[src/rtl/fifo_bus_arbiter_pkg.sv]
// Shared types and constants for the per-output-port bus arbiters of the 4x4 switch.
package fifo_bus_arbiter_pkg;
  localparam int NUM_PORTS   = 4;
  localparam int FRAME_CNT_W = 16;

  typedef enum logic [1:0] {
    IDLE    = 2'd0,
    XFER    = 2'd1,
    RELEASE = 2'd2
  } arb_state_e;

  // Index of the set bit in a one-hot (or zero) grant vector.
  function automatic logic [1:0] onehot_to_idx(input logic [NUM_PORTS-1:0] oh);
    logic [1:0] idx;
    idx = 2'd0;
    for (int i = 0; i < NUM_PORTS; i++)
      if (oh[i]) idx = 2'(i);
    return idx;
  endfunction
endpackage

[src/rtl/fifo_bus_arbiter_rr_pick4.sv]
// Combinational 4-way round-robin picker: first requester after last_ptr wins.
module rr_pick4
  import fifo_bus_arbiter_pkg::*;
(
  input  logic [NUM_PORTS-1:0] req,
  input  logic [1:0]           last_ptr,
  output logic [NUM_PORTS-1:0] grant
);
  logic       found;
  logic [1:0] idx;

  always_comb begin
    grant = '0;
    found = 1'b0;
    idx   = 2'd0;
    for (int i = 1; i <= NUM_PORTS; i++) begin
      idx = last_ptr + 2'(i);
      if (!found && req[idx]) begin
        grant[idx] = 1'b1;
        found      = 1'b1;
      end
    end
  end
endmodule

[src/rtl/fifo_bus_arbiter.sv]
// Per-output-FIFO responder: round-robin grants one decoder per frame and muxes its words in.
// Optional idle-timeout release is compiled in with `define ARB_TIMEOUT_EN.
module fifo_bus_arbiter
  import fifo_bus_arbiter_pkg::*;
#(
  parameter int DATA_W         = 8,
  parameter int TIMEOUT_CYCLES = 255
) (
  input  logic                          clk,
  input  logic                          rst,
  input  logic [NUM_PORTS-1:0]          bus_sel_req,
  input  logic [NUM_PORTS*DATA_W-1:0]   fd_data,
  input  logic [NUM_PORTS-1:0]          fd_valid,
  input  logic [NUM_PORTS-1:0]          fd_eof,
  input  logic                          fifo_afull,
  output logic [NUM_PORTS-1:0]          bus_grant,
  output logic                          bus_ready,
  output logic                          fifo_wr_en,
  output logic [DATA_W-1:0]             fifo_wr_data,
  output logic [FRAME_CNT_W-1:0]        frame_cnt,
  output logic                          timeout_err
);
  arb_state_e             state_q, state_d;
  logic [1:0]             last_ptr_q, last_ptr_d;
  logic [NUM_PORTS-1:0]   grant_q, grant_d;
  logic                   wr_en_q, wr_en_d;
  logic [DATA_W-1:0]      wr_data_q, wr_data_d;
  logic [FRAME_CNT_W-1:0] frame_cnt_q, frame_cnt_d;
  logic                   timeout_q, timeout_d;
  logic [NUM_PORTS-1:0]   rr_grant;
  logic [1:0]             g;
  logic                   accept;

`ifdef ARB_TIMEOUT_EN
  localparam int TO_W = $clog2(TIMEOUT_CYCLES + 1);
  localparam logic [TO_W-1:0] TO_LAST = TO_W'(TIMEOUT_CYCLES - 1);
  logic [TO_W-1:0] idle_cnt_q, idle_cnt_d;
`else
  logic unused_timeout_cycles;
  assign unused_timeout_cycles = ^TIMEOUT_CYCLES;
`endif

  rr_pick4 u_pick (
    .req      (bus_sel_req),
    .last_ptr (last_ptr_q),
    .grant    (rr_grant)
  );

  assign g         = onehot_to_idx(grant_q);
  assign bus_ready = (state_q == XFER) && !fifo_afull;
  assign accept    = bus_ready && fd_valid[g];

  always_comb begin
    state_d     = state_q;
    last_ptr_d  = last_ptr_q;
    grant_d     = grant_q;
    wr_en_d     = 1'b0;
    wr_data_d   = wr_data_q;
    frame_cnt_d = frame_cnt_q;
    timeout_d   = 1'b0;
`ifdef ARB_TIMEOUT_EN
    idle_cnt_d  = idle_cnt_q;
`endif
    case (state_q)
      IDLE: begin
        if (bus_sel_req != '0 && !fifo_afull) begin
          grant_d = rr_grant;
          state_d = XFER;
`ifdef ARB_TIMEOUT_EN
          idle_cnt_d = '0;
`endif
        end
      end
      XFER: begin
        if (accept) begin
          wr_en_d   = 1'b1;
          wr_data_d = fd_data[g*DATA_W +: DATA_W];
`ifdef ARB_TIMEOUT_EN
          idle_cnt_d = '0;
`endif
          if (fd_eof[g]) begin
            state_d     = RELEASE;
            grant_d     = '0;
            last_ptr_d  = g;
            frame_cnt_d = frame_cnt_q + 1'b1;
          end
        end
`ifdef ARB_TIMEOUT_EN
        // Back-pressured cycles are the FIFO's fault, not the decoder's.
        else if (!fifo_afull) begin
          if (idle_cnt_q == TO_LAST) begin
            state_d    = RELEASE;
            grant_d    = '0;
            last_ptr_d = g;
            timeout_d  = 1'b1;
          end else begin
            idle_cnt_d = idle_cnt_q + 1'b1;
          end
        end
`endif
      end
      RELEASE: state_d = IDLE;
      default: begin
        state_d = IDLE;
        grant_d = '0;
      end
    endcase
  end

  always_ff @(posedge clk) begin
    if (rst) begin
      state_q     <= IDLE;
      last_ptr_q  <= 2'd3;
      grant_q     <= '0;
      wr_en_q     <= 1'b0;
      wr_data_q   <= '0;
      frame_cnt_q <= '0;
      timeout_q   <= 1'b0;
`ifdef ARB_TIMEOUT_EN
      idle_cnt_q  <= '0;
`endif
    end else begin
      state_q     <= state_d;
      last_ptr_q  <= last_ptr_d;
      grant_q     <= grant_d;
      wr_en_q     <= wr_en_d;
      wr_data_q   <= wr_data_d;
      frame_cnt_q <= frame_cnt_d;
      timeout_q   <= timeout_d;
`ifdef ARB_TIMEOUT_EN
      idle_cnt_q  <= idle_cnt_d;
`endif
    end
  end

  assign bus_grant    = grant_q;
  assign fifo_wr_en   = wr_en_q;
  assign fifo_wr_data = wr_data_q;
  assign frame_cnt    = frame_cnt_q;
  assign timeout_err  = timeout_q;
endmodule

[config.mk]
export PLATFORM = sky130hd
export DESIGN_NAME = fifo_bus_arbiter
export DESIGN_NICKNAME = d
export VERILOG_FILES = /design/src/rtl/fifo_bus_arbiter_pkg.sv /design/src/rtl/fifo_bus_arbiter_rr_pick4.sv /design/src/rtl/fifo_bus_arbiter.sv
export SDC_FILE = /design/constraint.sdc
export NUM_CORES = 1
export LEC_CHECK = 0
export ABC_AREA = 0
export BUFFER_PORTS_ARGS = -buffer_cell sky130_fd_sc_hd__buf_2
export CAP_MARGIN = 10
export CORE_UTILIZATION = 35
export DETAILED_ROUTE_END_ITERATION = 8
export MAX_ROUTING_LAYER = met4
export PLACE_DENSITY_LB_ADDON = 0.3
export SLEW_MARGIN = 0
export SYNTH_ARGS = -nofsm -noshare
export SYNTH_HDL_FRONTEND = slang
export SYNTH_SLANG_ARGS = --single-unit
export TNS_END_PERCENT = 1
[constraint.sdc]
create_clock -name clk -period 2.4 [get_ports clk]
set_clock_uncertainty 0.15 [all_clocks]
set_input_delay 0.24 -clock clk [delete_from_list [all_inputs] [get_ports clk]]
set_output_delay 0.24 -clock clk [all_outputs]
set_load 0.005 [all_outputs]
==> results.yml <==
worst_setup_path:
  cp-end-kind: "flop"
  crit_path_end: "frame_cnt[12]"
  arrival_ns: 2.11
  path_cells: "or2_4 -> o221ai_2 -> nand4_4 -> or4_1 -> a21oi_1"
  cp_max_fo: 18
  worst_path_max_delay_cell: "or4_1"
  reg2regPathDepth: 5
  slowest_delay_ns: 0.47
  reg2reg_slack_ns: 0.35
  reg2reg_from: "bus_grant[3]"
  cp-startpoint: "bus_grant[3]"
  setup.worst_path.start_class: "flop"
  crit_required_ns: 2.46
  critPathKind: "flop to flop"
  regToRegEndpoint: "frame_cnt[12]"
clock_network:
  holdBufCountCts: 0
  clk_path_buf_depth: 2
  postCtsSetupBuffers: 0
  clkSlewWorstSetupHoldPaths_ns: 0.07
  postCtsResizedCells: 0
  cts_tree: "built"
  htree_levels: 2
  cts-root-buf: "clkbuf_8"
  numCtsBuffers: 5
  insertion_delay_ns: 0.28
  cts_sinks: 33
cells_and_area:
  stdcell_area_um2: 2620
  seqCellArea_um2: 661
  mostFrequentLayoutCell: "buf_2"
  antenna_cells: 0
  syn_to_final_growth_pct: 25.9
  final_nets: 377
  fill_cells: 595
  final_layout_size_suffix_gt1_share_pct: 31.2
  multi_input_area_um2: 1310
  final_cell_mix: "buf_2 (76), dfxtp_1 (33), nand2_1 (27), o21ai_0 (19)"
  final_core_utilization_pct: 46.8
power_and_ir_drop:
  cellLeakagePower_nw: 1.12
  fin_total_pwr_mw: 1.22
  power_density_nw_per_um2: 464
  peakVddDrop_mv: 0.255
logic_synthesis:
  ys_ff_latch: 33
  yosys_warnings: 0
  netlist_area_um2: 2080
  synth_edf_count: 0
  syn_area_per_cell_um2: 8.54
  synth_cells: 244
  ys_async_sr_fraction_pct: 0
  ys.flop_type: "dfxtp_1"
  ys_types: 42
  seq_area_frac_synth_pct: 31.7
  syn_nets: 300
floorplanning:
  core_um2: 5610
  dieArea_um2: 6260
  num_rows: 27
  chipWidth_um: 79.2
  io-pin-count: 78
  die_height_um: 79.2
  initial_core_util_pct: 37.1
sta:
  tightest_slew_ns: 0.830
  setup_ws_ns: 0.351
  clock.fmax_mhz: 488
  relSlewSlack_pct: 43.9
  min_period_over_period_pct: 85.4
  fin_tns_setup_ns: 0
  drv_slew: 0
  hold_violations: 0
  rsz0062_at_grt: "no"
  finalSetupViolCount: 0
  min_period_ns: 2.05
route:
  wl_mm: 4.98
  num_vias: 2050
  dr_wl_met2_mm: 2.36
  wl_per_cell_um: 12.7
  antenna_left: 0
  dr.pass1.iters: 4
  wl_met3_um: 266
  drc: 0
  initialDrtViolationCount: 95
  wl_met1_mm: 2.33
  viasPerCell: 5.22
  dr.max_layer_used: "met4"
grt:
  grt_usage_pct: 17.1
  antenna_found_initial: 0
  grt_max_degree: 34
  gr-total-overflow: 0
  grt_pass1_wl_mm: 8.34
  grt_pass1_vias: 1834
placement:
  post-place-ws_ns: 0.372
  dp_hpwl_mm: 3.84
  placed_area_um2: 2530
  gp_congestion: 0.747
  io_buffer_count: 76
min_path:
  hold_class: "primary input to flop"
  min-delay-start: "rst"
run_status:
  status: "finished clean"
flow_run:
  maxCapViolCount: 0
-- kinds of logic after synthesis --
kind of cell	Yosys count	share of synthesized area, %
adders and majority gates	9	5.41
other	1	0.180
xor gates and xnor gates	1	0.420
muxes	22	12.4
and+or+nand+nor	89	23.6
buffers and inverters	23	5.47
AOI/OAI and AO/OA	66	20.8
DFF	33	31.7
-- where the power goes --
part / switching (mW) / leakage, nW / internal, mW
logic: 0.109 / 0.805 / 0.105
clock network: 0.201 / 0.0433 / 0.227
registers: 0.0132 / 0.267 / 0.563
total: 0.323 / 1.12 / 0.895
-- flip-flops by register name (all words and copies together), names as in the netlist --
name,count
fifo_wr_data,8
state_q,2
last_ptr_q,2
fifo_wr_en,1
frame_cnt,16
bus_grant,4
-- synthesized netlist by cell type (2+ instances only) --
cell	n	share of area, %
a211o_1	2	0.84
a211oi_1	8	2.9
a21oi_1	18	4.3
a32oi_1	4	1.7
and2_1	3	0.90
and3_1	2	0.60
and3b_1	2	0.84
buf_2	4	0.96
buf_4	2	0.72
buf_6	2	1.1
clkbuf_1	6	1.1
dfxtp_1	33	32
ha_1	9	5.4
inv_1	8	1.4
mux2i_1	18	8.6
mux4_2	3	3.2
nand2_1	27	4.9
nand3_1	7	1.7
nand4_1	2	0.60
nor2_1	15	2.7
nor2b_1	3	0.90
nor3_1	3	0.72
nor3b_1	2	0.72
o21ai_0	19	4.6
o221ai_2	2	1.4
o311ai_1	4	1.7
o31ai_1	8	2.9
or3_1	7	2.1
or4_1	8	2.9
-- per-stage QoR --
stage                     hold slack, ns  cells
after global routing               0.122    393
after CTS                         0.0832    393
final                             0.0887    393
after floorplan                    0.223    244
after global placement             0.314    386
after detailed placement           0.323    386
-- area by class of cell --
| cell class | instances | area share, % |
|---|---|---|
| flip-flops and latches | 33 | 25.2 |
| multi-input cells | 188 | 49.9 |
| clock buffers | 6 | 3.15 |
| inverters | 9 | 1.29 |
| repair buffers | 84 | 16.8 |
| well taps | 72 | 3.43 |
| clock inverters | 1 | 0.286 |
-- layer usage --
metal	vias to the layer above	global-route usage [%]
li1	1061	-
met1	926	20.7
met2	61	28.8
met3	2	3.91
met4	0	3.82
met5	-	-
-- worst min-delay path by stage --
stage	to	slack, ns	cells after the start
2_1_floorplan	bus_grant[0]	0.22	1
3_5_place_dp	frame_cnt[15]	0.32	2
3_3_place_gp	frame_cnt[15]	0.31	2
6_report	state_q[1]	0.09	4
4_1_cts	state_q[1]	0.08	4
5_1_grt	state_q[1]	0.12	4
-- worst max-delay path, delay by kind of cell, from the launching register on --
kind | cells | cell delay (ns)
flip-flops | 1 | 0.40
AND/OR/NAND/NOR | 3 | 1.04
AO/OA/AOI/OAI | 2 | 0.40
Power figures use the tool's default switching activity.
